--- src/rtl/seq_pattern_gen.sv ---
// -----------------------------------------------------------------------------
// seq_pattern_gen
//   Serial pattern transmitter. It sends a PAT_W-bit pattern MSB-first on y and
//   repeats it reps times. An optional idle gap of gap_len ticks separates the
//   repetitions. Bits advance only on clocks where tick=1. It produces the same
//   single-bit serial stream that the sequence detectors consume.
//
//   Optional feature: when the macro SEQ_GEN_PARITY_EN is defined, each
//   repetition ends with one extra even-parity bit (^pattern). The default
//   build, with the macro undefined, contains no parity logic.
//
// Ports
//   clk      in   1      rising-edge clock
//   rst_n    in   1      asynchronous active-low reset
//   start    in   1      transmission request, sampled only in IDLE
//   pat_in   in   PAT_W  pattern, latched when start is accepted
//   reps     in   CNT_W  repetition count, latched when start is accepted
//   gap_len  in   CNT_W  idle ticks between repetitions, latched when start is accepted
//   tick     in   1      bit-advance strobe
//   y        out  1      serial data (registered)
//   valid    out  1      y carries a pattern/parity bit (registered)
//   busy     out  1      transmission in progress (registered)
//   done     out  1      one-cycle completion pulse (registered)
// -----------------------------------------------------------------------------
module seq_pattern_gen #(
    parameter int   PAT_W    = 4,
    parameter int   CNT_W    = 8,
    parameter logic IDLE_BIT = 1'b0
) (
    input  logic             clk,
    input  logic             rst_n,
    input  logic             start,
    input  logic [PAT_W-1:0] pat_in,
    input  logic [CNT_W-1:0] reps,
    input  logic [CNT_W-1:0] gap_len,
    input  logic             tick,
    output logic             y,
    output logic             valid,
    output logic             busy,
    output logic             done
);

    localparam int IDX_W = (PAT_W > 1) ? $clog2(PAT_W) : 1;
    localparam logic [IDX_W-1:0] IDX_TOP = IDX_W'(PAT_W - 1);

    typedef enum logic [1:0] {
        S_IDLE  = 2'd0,
        S_SHIFT = 2'd1,
        S_GAP   = 2'd2,
        S_FIN   = 2'd3
    } state_t;

    state_t           r_state;
    logic [PAT_W-1:0] r_pat;
    logic [CNT_W-1:0] r_gap_len;
    logic [CNT_W-1:0] r_rep;
    logic [CNT_W-1:0] r_gap_cnt;
    logic [IDX_W-1:0] r_idx;
    logic             r_y;
    logic             r_valid;
    logic             r_busy;
    logic             r_done;

    // w_sym is the symbol sent on the next SHIFT tick; w_last marks the final
    // symbol of a repetition.
    logic             w_sym;
    logic             w_last;

`ifdef SEQ_GEN_PARITY_EN
    // The parity phase follows data bit 0 within each repetition.
    logic             r_par_ph;

    always_comb begin
        w_sym  = r_par_ph ? ^r_pat : r_pat[r_idx];
        w_last = r_par_ph;
    end
`else
    always_comb begin
        w_sym  = r_pat[r_idx];
        w_last = (r_idx == '0);
    end
`endif

    always_ff @(posedge clk or negedge rst_n) begin
        if (!rst_n) begin
            r_state   <= S_IDLE;
            r_pat     <= '0;
            r_gap_len <= '0;
            r_rep     <= '0;
            r_gap_cnt <= '0;
            r_idx     <= '0;
            r_y       <= IDLE_BIT;
            r_valid   <= 1'b0;
            r_busy    <= 1'b0;
            r_done    <= 1'b0;
`ifdef SEQ_GEN_PARITY_EN
            r_par_ph  <= 1'b0;
`endif
        end else begin
            r_done <= 1'b0;
            case (r_state)
                S_IDLE: begin
                    if (start) begin
                        r_pat     <= pat_in;
                        r_gap_len <= gap_len;
                        r_rep     <= reps;
                        r_idx     <= IDX_TOP;
                        r_busy    <= 1'b1;
`ifdef SEQ_GEN_PARITY_EN
                        r_par_ph  <= 1'b0;
`endif
                        r_state   <= (reps == '0) ? S_FIN : S_SHIFT;
                    end
                end

                S_SHIFT: begin
                    if (tick) begin
                        r_y     <= w_sym;
                        r_valid <= 1'b1;
                        if (w_last) begin
                            // Repetition complete: rewind index, then decide
                            // between finishing, a gap, or a back-to-back rep.
                            r_idx <= IDX_TOP;
`ifdef SEQ_GEN_PARITY_EN
                            r_par_ph <= 1'b0;
`endif
                            r_rep <= r_rep - CNT_W'(1);
                            if (r_rep == CNT_W'(1)) begin
                                r_state <= S_FIN;
                            end else if (r_gap_len != '0) begin
                                r_gap_cnt <= r_gap_len;
                                r_state   <= S_GAP;
                            end
                        end else if (r_idx != '0) begin
                            r_idx <= r_idx - IDX_W'(1);
                        end
`ifdef SEQ_GEN_PARITY_EN
                        else begin
                            r_par_ph <= 1'b1;
                        end
`endif
                    end
                end

                S_GAP: begin
                    // Idle symbols also advance only on tick, so a slow tick
                    // stretches the gap just like it stretches data bits.
                    if (tick) begin
                        r_y       <= IDLE_BIT;
                        r_valid   <= 1'b0;
                        r_gap_cnt <= r_gap_cnt - CNT_W'(1);
                        if (r_gap_cnt == CNT_W'(1)) begin
                            r_state <= S_SHIFT;
                        end
                    end
                end

                S_FIN: begin
                    // Completion does not wait for tick.
                    r_y     <= IDLE_BIT;
                    r_valid <= 1'b0;
                    r_busy  <= 1'b0;
                    r_done  <= 1'b1;
                    r_state <= S_IDLE;
                end

                default: begin
                    r_state <= S_IDLE;
                end
            endcase
        end
    end

    assign y     = r_y;
    assign valid = r_valid;
    assign busy  = r_busy;
    assign done  = r_done;

endmodule
--- config.mk ---
export PLATFORM = sky130hd
export DESIGN_NAME = seq_pattern_gen
export DESIGN_NICKNAME = d
export VERILOG_FILES = /design/src/rtl/seq_pattern_gen.sv
export SDC_FILE = /design/constraint.sdc
export NUM_CORES = 1
export LEC_CHECK = 0
export CAP_MARGIN = 25
export CORE_MARGIN = 10
export CORE_UTILIZATION = 40
export DETAILED_ROUTE_END_ITERATION = 12
export MAX_ROUTING_LAYER = met4
export PLACE_DENSITY = 0.69
export SLEW_MARGIN = 30
export SYNTH_ARGS = -nofsm -noshare
export SYNTH_HDL_FRONTEND = slang
export SYNTH_SLANG_ARGS = --single-unit
export TNS_END_PERCENT = 20
--- constraint.sdc ---
create_clock -name clk -period 2.51 [get_ports clk]
set_clock_uncertainty 0.2 [all_clocks]
set_input_delay 0.251 -clock clk [delete_from_list [all_inputs] [get_ports clk]]
set_output_delay 0.251 -clock clk [all_outputs]
set_load 0.01 [all_outputs]
==> metrics, run 1 <==
status complete, no violations; max-cap violations 0; io pins 28; # hold bufs at CTS 0; DIE AREA 0.00815 mm2; GRT Overall Usage roughly an eighth; Post-Syn Area approximately 0.002 mm2; top cells by area, synth dfrtp_1 46%, mux2_2 7.4%, a21oi_1 4.1%; Diodes inserted 0; final setup violation count 0; crit path time final 2.37 ns; register area roughly 900 um2; critical path arrival approximately 2.4 ns; Iter 0 DRT Violations between 150 and 200; Max Fclk 422 MHz; asr flop ratio synth 100%; via total after detailed routing 1651; Core Area 0.00475 mm2; final WL ~4.6 mm; Yosys reg bits 36; hold slack 0.177 ns; # DRC 0; Post-DP HPWL 3.30 mm; root buf cell clkbuf_8; RePlAce Congestion about 0.84; number of enable flip-flop cells after synthesis 0; Yosys warning count 0; slowest CP cell or4_4; normalized max-slew margin 66.9%; setup bufs post-CTS 0; startpoint types flop; area of the multi-input gates 0.00100 mm2; Req. time, crit path 2.52 ns; # rows 25; leak pwr 1.00 nW; H-tree lvl count 2; worst slew pin tran ~0.50 ns; Slew Viols, Final 0; most common cell after layout, fill and taps aside dfrtp_1; initial antenna violation count 0; die width between 90 and 100 um; pwr/cell area between 1000 and 1500 mW/mm2; vias in the first global route 1665; Worst setup EP type flop; Max stage delay on crit path 0.57 ns; share of cells above drive strength 1 15.2%; Distinct cells, synth between 40 and 50; WL/cell around 15 um; Port Buffers 27; crit-path max FO 7; clk_lat worst skew a little under 0.3 ns; most area-hungry cell type in the Yosys netlist dfrtp_1; unrepaired setup endpoints after global routing no; Syn Inst Count 198; total negative slack 0 ns; area grow syn2layout 23.2%; Seq/Total Area, Yosys 45.6%; CTS sink cnt 36; CP Cell Sequence or4_4, or4b_4, a31oi_4, mux2i_1; Post-synth top flop dfrtp_1; Starting Density 41.6%; Synth top area share around 46%; Crit Path Category flop to flop; Detailed Routing Iterations Pass 1 4; post-DR vias/cell 5.56; Mapped Nets 227; Worst VDD drop 0.584 mV; Hold Vio Cnt, Final 0; Worst-path clk slew 0.07 ns; Final period util 94.5%; CTS tree built; Longest Clk Path Bufs 2; Fill cells 440; antenna-violating nets left 0; Die Span Y 90.3 um; first-pass GRT wire length 8.01 mm; Final nets between 200 and 300; most frequent cells in the layout 36 x dfrtp_1, 27 x clkdlybuf4s50_1, 16 x a21oi_1; post_cts resized 0; synthesized area per cell 9.98 um2; largest net degree at the start of global routing 37; grt total ovfl 0; CTS buffer count 5; Hold Path Class input pin to asynchronous set/reset pin
[registers in the layout (all words and copies together), names as in the netlist]
register / count
valid: 1
r_gap_len: 8
done: 1
r_rep: 8
r_idx: 2
r_state: 2
y: 1
busy: 1
r_gap_cnt: 8
r_pat: 4
[Yosys cell counts (3+ instances only)]
cell and number:
nor4_1 7, mux2_2 13, a21oi_1 16, a31oi_1 5, clkbuf_1 8, nand2b_1 3
ha_1 5, nor3_1 8, nand2_1 10, o21ai_0 11, dfrtp_1 36, inv_1 11
nor2_1 15, a21o_1 3, o22ai_1 6
[through the flow]
step | std cells | worst slack [ns] | power, mW | utilization, % | instance area (um2)
floorplan | 198 | 0.311 | 2.00 | - | 1980
global placement | 289 | 0.209 | 2.34 | 49.3 | 2340
detailed placement | 289 | 0.175 | 2.37 | 49.3 | 2340
CTS | 297 | 0.157 | 2.81 | 51.2 | 2430
global route | 297 | 0.0643 | 3.04 | 51.2 | 2430
finish | 297 | 0.138 | 2.81 | 51.2 | 2430
[power breakdown]
group	total [mW]	switching [mW]	internal [mW]
Sequential	1.19	0.326	0.869
Combinational	1.19	0.584	0.606
Clock	0.421	0.202	0.219
Total	2.81	1.11	1.69
[routing by layer]
metal / GRT usage (%) / wire length (um) / vias to the layer above
met1: 15.8 / 2240 / 808
met3: 2.16 / 157 / 9
li1: - / - / 795
met5: - / 0 / -
met4: 5.70 / 102 / 0
met2: 17.5 / 2090 / 39
[final timing paths]
kind	startpoint	end	slack, ns	depth (start not counted)
setup / recovery	r_rep[4]	r_gap_cnt[1]	0.14	4
hold / removal	rst_n	r_gap_len[6]	0.18	2
setup reg to reg	r_rep[4]	r_gap_cnt[1]	0.14	4
hold reg to reg	busy	busy	0.29	1
max in group asynchronous	rst_n	r_rep[1]	1.60	2
min in group clk	busy	busy	0.29	1
[area by class of cell]
type                    count  share of cell area, %
inverters                  11                   1.70
clock buffers               6                   3.39
repair buffers             33                   12.9
clock inverters             2                  0.411
flip-flops and latches     36                   37.0
multi-input cells         142                   41.1
well taps                  67                   3.44
[worst max-delay path: cells and delay by family (launching register included)]
family	cells	cell delay, ns
AO/OA/AOI/OAI	1	0.30
flip-flops	1	0.41
AND/OR/NAND/NOR	2	1.14
multiplexers	1	0.24
[cells by family (layout without fill, tap and decap cells)]
kind of cell,count (synthesis),count (layout),synth area share (%)
muxes,16,16,9.56
AOI/OAI and AO/OA,58,58,19.4
adders and majority gates,5,5,3.16
and+or+nand+nor,63,63,18.5
DFF,36,36,45.6
buffers and inverters,20,52,3.80
(Power assumes the default switching activity.)
==> run 2: changes to the inputs <==
--- a/config.mk
+++ b/config.mk
@@ -5,7 +5,6 @@
 export SDC_FILE = /design/constraint.sdc
 export NUM_CORES = 1
 export LEC_CHECK = 0
-export CAP_MARGIN = 25
 export CORE_MARGIN = 10
 export CORE_UTILIZATION = 40
 export DETAILED_ROUTE_END_ITERATION = 12
==> results of run 2 <==
Same layout as run 1: the final DEF is identical, and so are final timing and power.
==> run 3: changes to the inputs <==
--- a/config.mk
+++ b/config.mk
@@ -7,6 +7,7 @@
 export LEC_CHECK = 0
 export CORE_MARGIN = 10
 export CORE_UTILIZATION = 40
+export CTS_CLUSTER_DIAMETER = 150
 export DETAILED_ROUTE_END_ITERATION = 12
 export MAX_ROUTING_LAYER = met4
 export PLACE_DENSITY = 0.69
==> results of run 3 <==
Same layout as run 1: the final DEF is identical, and so are final timing and power.
